`src/rtl/acam_pkg.sv`:
```
// rtl/acam_pkg.sv - shared types and constants for the acoustic-camera delay scheduler
package acam_pkg;

    // Scheduler sequencing states
    typedef enum logic [1:0] {
        ST_IDLE    = 2'd0,
        ST_CAPTURE = 2'd1,
        ST_CALC    = 2'd2,
        ST_PUBLISH = 2'd3
    } sched_state_e;

    // Default section depth, engine stall tolerance and delay-index width
    localparam int FRAMES_DEF  = 30;
    localparam int TIMEOUT_DEF = 500;
    localparam int TDW_DEF     = 4;

    // Frame-strobe bit positions for each microphone pair
    localparam int PAIR0_A_BIT = 0;
    localparam int PAIR0_B_BIT = 1;
    localparam int PAIR1_A_BIT = 2;
    localparam int PAIR1_B_BIT = 3;

endpackage

```
`src/rtl/frame_pairer.sv`:
```
// rtl/frame_pairer.sv - sticky-bit pairing of two mic frame strobes into one frame event
module frame_pairer (
    input  logic clk,
    input  logic rst_n,
    input  logic en_i,
    input  logic clr_i,
    input  logic stb_a_i,
    input  logic stb_b_i,
    output logic evt_o
);

    logic hit_a_q, hit_a_d;
    logic hit_b_q, hit_b_d;

    // An event completes as soon as each side has either a held hit or a strobe this cycle
    assign evt_o = en_i & (hit_a_q | stb_a_i) & (hit_b_q | stb_b_i);

    // On an event the held hits are consumed; a strobe landing on a side that was
    // already held belongs to the next frame, so it re-sets that side (set beats clear)
    always_comb begin
        hit_a_d = hit_a_q;
        hit_b_d = hit_b_q;
        if (clr_i) begin
            hit_a_d = 1'b0;
            hit_b_d = 1'b0;
        end else if (en_i) begin
            if (evt_o) begin
                hit_a_d = hit_a_q & stb_a_i;
                hit_b_d = hit_b_q & stb_b_i;
            end else begin
                hit_a_d = hit_a_q | stb_a_i;
                hit_b_d = hit_b_q | stb_b_i;
            end
        end
    end

    // Sticky hit registers
    always_ff @(posedge clk or negedge rst_n) begin
        if (!rst_n) begin
            hit_a_q <= 1'b0;
            hit_b_q <= 1'b0;
        end else begin
            hit_a_q <= hit_a_d;
            hit_b_q <= hit_b_d;
        end
    end

endmodule

```
`src/rtl/delay_calc_sched.sv`:
```
// rtl/delay_calc_sched.sv - capture/calc/publish sequencer for the time-delay estimator (option: DELAY_SCHED_LEVEL_GATE_EN)
module delay_calc_sched
    import acam_pkg::*;
#(
    parameter int FRAMES  = FRAMES_DEF,
    parameter int TIMEOUT = TIMEOUT_DEF,
    parameter int TDW     = TDW_DEF
) (
    input  logic           clk,
    input  logic           rst_n,
    input  logic [3:0]     frame_vld,
    input  logic           calc_done,
    input  logic [TDW-1:0] calc_td,
    input  logic           level_ok,
    output logic           pair_sel,
    output logic           buf_we,
    output logic [4:0]     buf_addr,
    output logic           calc_start,
    output logic [TDW-1:0] td0,
    output logic [TDW-1:0] td1,
    output logic           td_valid,
    output logic           calc_free,
    output logic           timeout_err
);

`ifdef DELAY_SCHED_LEVEL_GATE_EN
    localparam bit GATE_EN = 1'b1;
`else
    localparam bit GATE_EN = 1'b0;
`endif

    localparam int             TOW       = $clog2(TIMEOUT + 2);
    localparam logic [4:0]     LAST_ADDR = 5'(FRAMES - 1);
    localparam logic [TOW-1:0] TO_LIMIT  = TOW'(TIMEOUT);
    localparam logic [TOW-1:0] TO_SAT    = TOW'(TIMEOUT + 1);

    sched_state_e   state_q;
    logic [4:0]     frame_cnt_q;
    logic [TOW-1:0] to_cnt_q;
    logic [TDW-1:0] td_hold_q;
    logic           lvl_hold_q;
    logic           pair_sel_q;
    logic           buf_we_q;
    logic [4:0]     buf_addr_q;
    logic           calc_start_q;
    logic [TDW-1:0] td0_q, td1_q;
    logic           td_valid_q;
    logic           calc_free_q;
    logic           timeout_err_q;

    logic stb_a, stb_b, stb_any;
    logic pair_evt, pair_clr, to_abort, pub_ok;

    // Input mux: only the active pair's strobes reach the pairer and the stall counter
    assign stb_a   = pair_sel_q ? frame_vld[PAIR1_A_BIT] : frame_vld[PAIR0_A_BIT];
    assign stb_b   = pair_sel_q ? frame_vld[PAIR1_B_BIT] : frame_vld[PAIR0_B_BIT];
    assign stb_any = stb_a | stb_b;

    assign to_abort = (state_q == ST_CALC) && !calc_done && stb_any && (to_cnt_q == TO_LIMIT);
    assign pair_clr = (state_q == ST_PUBLISH) || to_abort;
    assign pub_ok   = !GATE_EN || lvl_hold_q;

    frame_pairer u_pairer (
        .clk     (clk),
        .rst_n   (rst_n),
        .en_i    (state_q == ST_CAPTURE),
        .clr_i   (pair_clr),
        .stb_a_i (stb_a),
        .stb_b_i (stb_b),
        .evt_o   (pair_evt)
    );

    // Main sequencer with registered outputs
    always_ff @(posedge clk or negedge rst_n) begin
        if (!rst_n) begin
            state_q       <= ST_IDLE;
            frame_cnt_q   <= '0;
            to_cnt_q      <= '0;
            td_hold_q     <= '0;
            lvl_hold_q    <= 1'b0;
            pair_sel_q    <= 1'b0;
            buf_we_q      <= 1'b0;
            buf_addr_q    <= '0;
            calc_start_q  <= 1'b0;
            td0_q         <= '0;
            td1_q         <= '0;
            td_valid_q    <= 1'b0;
            calc_free_q   <= 1'b0;
            timeout_err_q <= 1'b0;
        end else begin
            buf_we_q      <= 1'b0;
            td_valid_q    <= 1'b0;
            timeout_err_q <= 1'b0;
            // The only write still high inside CALC is the section's last one
            calc_start_q  <= (state_q == ST_CALC) && buf_we_q;
            case (state_q)
                ST_IDLE: begin
                    state_q <= ST_CAPTURE;
                end
                ST_CAPTURE: begin
                    if (pair_evt) begin
                        buf_we_q   <= 1'b1;
                        buf_addr_q <= frame_cnt_q;
                        if (frame_cnt_q == LAST_ADDR) begin
                            frame_cnt_q <= '0;
                            to_cnt_q    <= '0;
                            state_q     <= ST_CALC;
                        end else begin
                            frame_cnt_q <= frame_cnt_q + 5'd1;
                        end
                    end
                end
                ST_CALC: begin
                    if (calc_done) begin
                        td_hold_q  <= calc_td;
                        lvl_hold_q <= level_ok;
                        state_q    <= ST_PUBLISH;
                    end else if (to_abort) begin
                        to_cnt_q      <= TO_SAT;
                        timeout_err_q <= 1'b1;
                        state_q       <= ST_CAPTURE;
                    end else if (stb_any && (to_cnt_q != TO_SAT)) begin
                        to_cnt_q <= to_cnt_q + TOW'(1);
                    end
                end
                ST_PUBLISH: begin
                    if (pub_ok) begin
                        if (pair_sel_q) begin
                            td1_q <= td_hold_q;
                        end else begin
                            td0_q <= td_hold_q;
                        end
                        td_valid_q <= 1'b1;
                    end
                    calc_free_q <= ~calc_free_q;
                    pair_sel_q  <= ~pair_sel_q;
                    state_q     <= ST_CAPTURE;
                end
                default: begin
                    state_q <= ST_IDLE;
                end
            endcase
        end
    end

    assign pair_sel    = pair_sel_q;
    assign buf_we      = buf_we_q;
    assign buf_addr    = buf_addr_q;
    assign calc_start  = calc_start_q;
    assign td0         = td0_q;
    assign td1         = td1_q;
    assign td_valid    = td_valid_q;
    assign calc_free   = calc_free_q;
    assign timeout_err = timeout_err_q;

endmodule

```
`config.mk`:
```
export PLATFORM = sky130hd
export DESIGN_NAME = delay_calc_sched
export DESIGN_NICKNAME = d
export VERILOG_FILES = /design/src/rtl/acam_pkg.sv /design/src/rtl/frame_pairer.sv /design/src/rtl/delay_calc_sched.sv
export SDC_FILE = /design/constraint.sdc
export NUM_CORES = 1
export LEC_CHECK = 0
export BUFFER_PORTS_ARGS = -buffer_cell sky130_fd_sc_hd__buf_2
export CELL_PAD_IN_SITES_DETAIL_PLACEMENT = 0
export CELL_PAD_IN_SITES_GLOBAL_PLACEMENT = 1
export CORE_MARGIN = 4
export CORE_UTILIZATION = 44
export DETAILED_ROUTE_END_ITERATION = 12
export PLACE_DENSITY_LB_ADDON = 0.2
export SLEW_MARGIN = 15
export SYNTH_ARGS = -nofsm -noshare
export SYNTH_HDL_FRONTEND = slang
export SYNTH_HIERARCHICAL = 1
export SYNTH_SLANG_ARGS = --single-unit
```
`constraint.sdc`:
```
create_clock -name clk -period 2.4 [get_ports clk]
set_input_delay 0.12 -clock clk [delete_from_list [all_inputs] [get_ports clk]]
set_output_delay 0.12 -clock clk [all_outputs]
set_load 0.01 [all_outputs]
```
**Yosys cells after proc, flatten, opt, wreduce, memory -nomap -nowiden**

Cells that the tools add are included.

- Add/subtract/negate cells: 2
- Equal/unequal tests: 11
- Muxes and demuxes: 26
- Bitwise logic cells: 9
- Reduce and logical (&&, ||, !) cells: 17

Operator list:

| kind | number |
|---|---|
| 2-to-1 mux 9 bit | 5 |
| one-hot mux 9 bit (2 select lines) | 1 |
| 2-to-1 mux 1 bit | 14 |
| adder 9 x 1 -> 9 bit (second input constant) | 1 |
| == test 9 bit (second input constant) | 1 |
| inequality test 9 bit (second input constant) | 1 |
| 2-to-1 mux 2 bit | 4 |
| AND reduction 2 bit | 4 |
| inequality test 2 bit (second input constant) | 3 |
| one-hot mux 2 bit (3 select lines) | 1 |
| adder 5 x 1 -> 5 bit (second input constant) | 1 |
| == test 5 bit (second input constant) | 1 |
| logical AND 1 bit | 5 |
| 2-to-1 mux 5 bit | 1 |
| AND reduction 5 bit | 1 |
| AND 1 bit | 4 |
| == test 2 bit (second input constant) | 2 |
| nonzero test 2 bit | 2 |
| inequality test 3 x 2 -> 1 bit (second input constant) | 1 |
| inequality test 3 bit (second input constant) | 1 |
| OR 1 bit | 3 |
| AND reduction 3 bit | 1 |
| == test 2 x 1 -> 1 bit (second input constant) | 1 |
| zero test 2 bit | 1 |
| other kinds (4) | 5 |

- Register bits: 41
- Input bits: 12
- Output and inout bits: 19
- Logic and storage cells: 80

**Depth between registers and ports, before layout**

- Depth after elaboration: 7
- Depth in mapped cells: 9
- Gate-level depth less buffers: 8

**Hierarchy**

Netlist, hierarchy kept.

Modules (own cells, without submodules):

| module | times used | cells an instance | area each (sq um) | seq. area each (sq um) |
|---|---|---|---|---|
| delay_calc_sched | 1 | 165 | 1884.3 | 975.9 |
| frame_pairer | 1 | 13 | 121.4 | 50.0 |

**Least setup slack after synthesis**

OpenSTA, ideal clock, no wires.

- Path kind: register to register
- Start: register pair_sel_q (netlist: pair_sel)
- End: register buf_addr_q[0] (netlist: buf_addr[0])
- Setup time: 0.125 ns
- Arrival: 1.878 ns
- Data required time: 2.275 ns
- Setup slack: 0.397 ns
- Stages on the path, launching flop included: 7
- Buffers on the path: 2
- Period minus slack after synthesis: 2.003 ns
- Cell sequence: dfrtp_1 -> buf_6 -> mux2_2 -> o221a_2 -> nand2_1 -> clkbuf_1 -> mux2_2

- Elaborated cells between the ends (all ways): 7
- Classes of those cells: 2 x mux; 4 x bitwise; 1 x reduce/logical

RTL lines:

| item | line | RTL |
|---|---|---|
| from (decl) | delay_calc_sched.sv:42 | `logic pair_sel_q;` |
| from (signal assigned) | delay_calc_sched.sv:136 | `pair_sel_q <= ~pair_sel_q;` |
| 2-to-1 mux 1 bit | delay_calc_sched.sv:56 | `assign stb_b = pair_sel_q ? frame_vld[PAIR1_B_BIT] : frame_vld[PAIR0_B_BIT];` |
| named net stb_b | delay_calc_sched.sv:51 | `logic stb_a, stb_b, stb_any;` |
| OR 1 bit | frame_pairer.sv:16 | `assign evt_o = en_i & (hit_a_q \| stb_a_i) & (hit_b_q \| stb_b_i);` |
| AND 1 bit | frame_pairer.sv:16 |  |
| named net pair_evt | delay_calc_sched.sv:52 | `logic pair_evt, pair_clr, to_abort, pub_ok;` |
| AND reduction 2 bit (no source line) | -- |  |
| to (signal assigned) | delay_calc_sched.sv:103 | `buf_addr_q <= frame_cnt_q;` |
| to (decl) | delay_calc_sched.sv:44 | `logic [4:0] buf_addr_q;` |

The timed path passes the listed nets, and every way through them passes these cells.
A chain may end at the register's enable or synchronous reset.

**Final worst setup path**

- Start: register state_q[0]
- End: register u_pairer.hit_b_q

- Word-level cells in the longest chain between the ends: 6
- Elaborated cells between the ends (all ways): 13
- Classes of those cells: 3 x eq/ne; 3 x mux; 2 x bitwise; 5 x reduce/logical

Ends and longest elaborated chain:

| item | line | RTL |
|---|---|---|
| from (decl) | delay_calc_sched.sv:37 | `sched_state_e state_q;` |
| from (signal assigned) | delay_calc_sched.sv:76 | `state_q <= ST_IDLE;` |
| from (signal assigned) | delay_calc_sched.sv:98 | `state_q <= ST_CAPTURE;` |
| from (signal assigned) | delay_calc_sched.sv:107 | `state_q <= ST_CALC;` |
| == test 2 bit | delay_calc_sched.sv:59 | `assign to_abort = (state_q == ST_CALC) && !calc_done && stb_any && (to_cnt_q == TO_LIMIT);` |
| logical AND 1 bit (3 in series) | delay_calc_sched.sv:59 |  |
| logical OR 1 bit * | delay_calc_sched.sv:60 | `assign pair_clr = (state_q == ST_PUBLISH) \|\| to_abort;` |
| named net pair_clr | delay_calc_sched.sv:52 |  |
| 2-to-1 mux 1 bit or nonzero test 2 bit (tied branches) | -- |  |
| to (signal assigned) | frame_pairer.sv:44 | `hit_b_q <= hit_b_d;` |
| to (decl) | frame_pairer.sv:13 | `logic hit_b_q, hit_b_d;` |

The timed path passes the listed nets; every way through them passes the cells marked *. The select of a mux whose other input is x is not followed.

==> run summary <==
CP Launch Type = flip-flop
Postcts setup bufs = 0
Critical register-to-register path startpoint = state_q[0]$_DFFE_PN0P_
GRT Total Usage = 14.5%
Largest net degree at the start of global routing = 42
Antenna Nets Post-Route = 0
Routed vias/inst = 5.36
Vias in the first global route = 1404
WL/cell = 14.3 um
Leakage = 1.09 nW
RSZ-0062 raised after global routing = no
Combinational power share = 40.2%
Critical Path, Cell by Cell = inv_1 -> ha_1 -> nand4b_1 -> nor2_1 -> and3_1 -> or2_2 -> or3_1 -> o32ai_1
Cell with the most instances after synthesis = dfrtp_1
Slowest stage delay, CP = 0.40 ns
DRC Markers = 0
Die area = 5700 sq um
Hold Path Class = in2reg
Initial antenna violation count = 0
Syn nets = 198
#FFs+latches synth = 41
GP Congestion = 0.748
P per Cell Area = 1110 nW/um^2
Ant diodes = 0
Synth Cell Area = 2010 sq um
Netlist cell types = 48
Initial DRC Count = 19
Cell Rows = 24
Maximum fanout along the worst path = 7
CP Class = reg2reg
Max Fclk = 0.461 GHz
Max_cap viols = 0
Max_slew headroom = 41.7%
Status = completed
Initial Util = 45.7%
Total grt overflow = 0
Vias after detailed routing = 1415
Layout area overhead = 13.3%
Synth Area per Inst = 11.3 sq um
Nets = 231
Placed cells = 255
Ys flop type = dfrtp_1
Hold Vio Cnt, Final = 0
Register area share after synthesis = 51.2%
Switching power = 0.928 mW
Initial DRT Pass Iterations = 4
Final Skew = 0.00752 ns
Post-Layout Cell Count = 264
Share of synthesized registers carrying an async set or reset = 100%
Synth Instances = 178
Final setup fails = 0
CTS H-Tree Depth = 2
Chip height = 75.5 um
Share of post-route cells with drive strength above 1 = 28.8%
Crit path time final = 2.17 ns
Total core area = 4380 sq um
Flop pwr share = 43.4%
CTS Buffer Depth = 2
Share of the synthesized area in the top cell type = 51.2%
Synth area leader = dfrtp_1
HPWL after detailed placement = 2.83 mm
CP required = 2.58 ns
Root Driver = clkbuf_8
Tot Pwr = 2.53 mW
Fin crit share = 90.3%
Synth top cells by count = dfrtp_1, mux2_2, nand2_1
CTS buffer count = 5
P_int = 1.60 mW
Die X = 75.5 um
Final WL = 3.77 mm
Worst Tran Pin Value = 0.874 ns
Slowest CP cell = dfrtp_1
Top post-synthesis cells by area = dfrtp_1, mux2_2, ha_1
Worst vdd ir = 0.511 mV
PortBufs = 29
Setup TNS = 0 ns
Crit path launch = state_q[0]$_DFFE_PN0P_
Sw frac = 36.7%
Syn. warnings = 6
TritonCTS clock tree = built
CTS clk-pin slew, worst paths = 0.07 ns
Clock power frac = 16.4%
Post-synth EDFFs = 0
CP endpoint kind = flip-flop
IO Count = 31
First-pass GRT wire length = 6.37 mm
Crit path arrival time = 2.35 ns
Clock sinks = 41
Worst-skew pair later-pin latency = 0.28 ns
Final Max Tran Viols = 0
Hold path start = calc_td[3]
## power groups by stage
stage          registers, mW  clock network (mW)  logic (mW)
3_5_place_dp            1.11                   0        1.03
4_1_cts                 1.10               0.431        1.03
6_report                1.10               0.415        1.01
5_1_grt                 1.14               0.457        1.14
2_1_floorplan           1.13                   0       0.738
3_3_place_gp            1.09                   0       0.981
## kinds of logic (layout without fill, tap and decap cells)
group           Yosys count  in the layout  synth area share [%]
xor+xnor                  2              2                 0.874
mux                      17             17                  9.54
flops                    41             41                  51.2
simple gates             54             54                  14.6
compound gates           37             37                  14.2
fa+ha+maj                 8              8                  4.99
buf+inv                  19             53                  4.68
## registers in the layout, summed over array words and instances, names as in the netlist, 2 cells and up
register,count
to_cnt_q,9
state_q,2
buf_addr,5
td0,4
frame_cnt_q,5
td1,4
td_hold_q,4
## cell usage in the layout (no fill, tap or decap), types with 3 or more instances in the layout
master,n
dfrtp_1,41
buf_2,29
mux2_2,17
nand2_1,15
inv_1,14
o21ai_0,9
ha_1,8
nor2_1,7
a21oi_1,6
nand3_1,6
clkbuf_8,5
nor2b_1,4
nand4_1,3
clkbuf_1,3
## repair_timing
item | in CTS | in global routing
gates resized for setup | 0 | 0
hold buffers | 1 | 0
hold endpoints to repair | 41 | 0
## metal layers
layer / track usage [%] / up-vias / share of wire [%] / wire [um]
li1: - / 700 / - / -
met3: 3.17 / 2 / 3.4 / 127
met1: 18.8 / 694 / 48 / 1800
met2: 24.4 / 19 / 48 / 1830
met4: 4.66 / 0 / 0.64 / 24
met5: 0 / - / 0 / 0
## metrics by stage
step	setup WS [ns]	cell area, sq um	hold WS, ns	util (%)
final	0.233	2270	0.0689	51.8
after floorplan	0.397	2010	-0.176	-
after detailed placement	0.247	2180	0.300	49.8
after global placement	0.313	2180	0.285	49.8
after global routing	0.0578	2270	0.0683	51.8
after CTS	0.229	2270	0.0619	51.8
## layout make-up
class                           count  area, sq um
Multi-Input combinational cell    118          886
Inverter                           14         52.6
Sequential cell                    41         1030
Clock buffer                        8         80.1
Timing Repair Buffer               31          163
Tap cell                           52         65.1
Fill cell                         408         2110
## critical path: cells and delay by family, from the launching register on
kind	cells	cell delay, ns
compound gates	1	0.12
fa+ha+maj	1	0.29
buf+inv	1	0.06
flops	1	0.40
simple gates	5	1.18
## final timing paths
kind                                                     end  slack [ns]  cells past startpoint
worst min-delay path                td_hold_q[3]$_DFFE_PN0P_        0.07                      2
worst max-delay path            u_pairer/hit_b_q$_DFFE_PN0P_        0.23                      8
max in group asynchronous            to_cnt_q[3]$_DFFE_PN0P_        1.36                      2
worst min register to register         calc_free$_DFFE_PN0P_        0.46                      1
min in group asynchronous                 td_valid$_DFF_PN0_        0.50                      2
worst max register to register  u_pairer/hit_b_q$_DFFE_PN0P_        0.23                      8
Power figures use the tool's default switching activity.
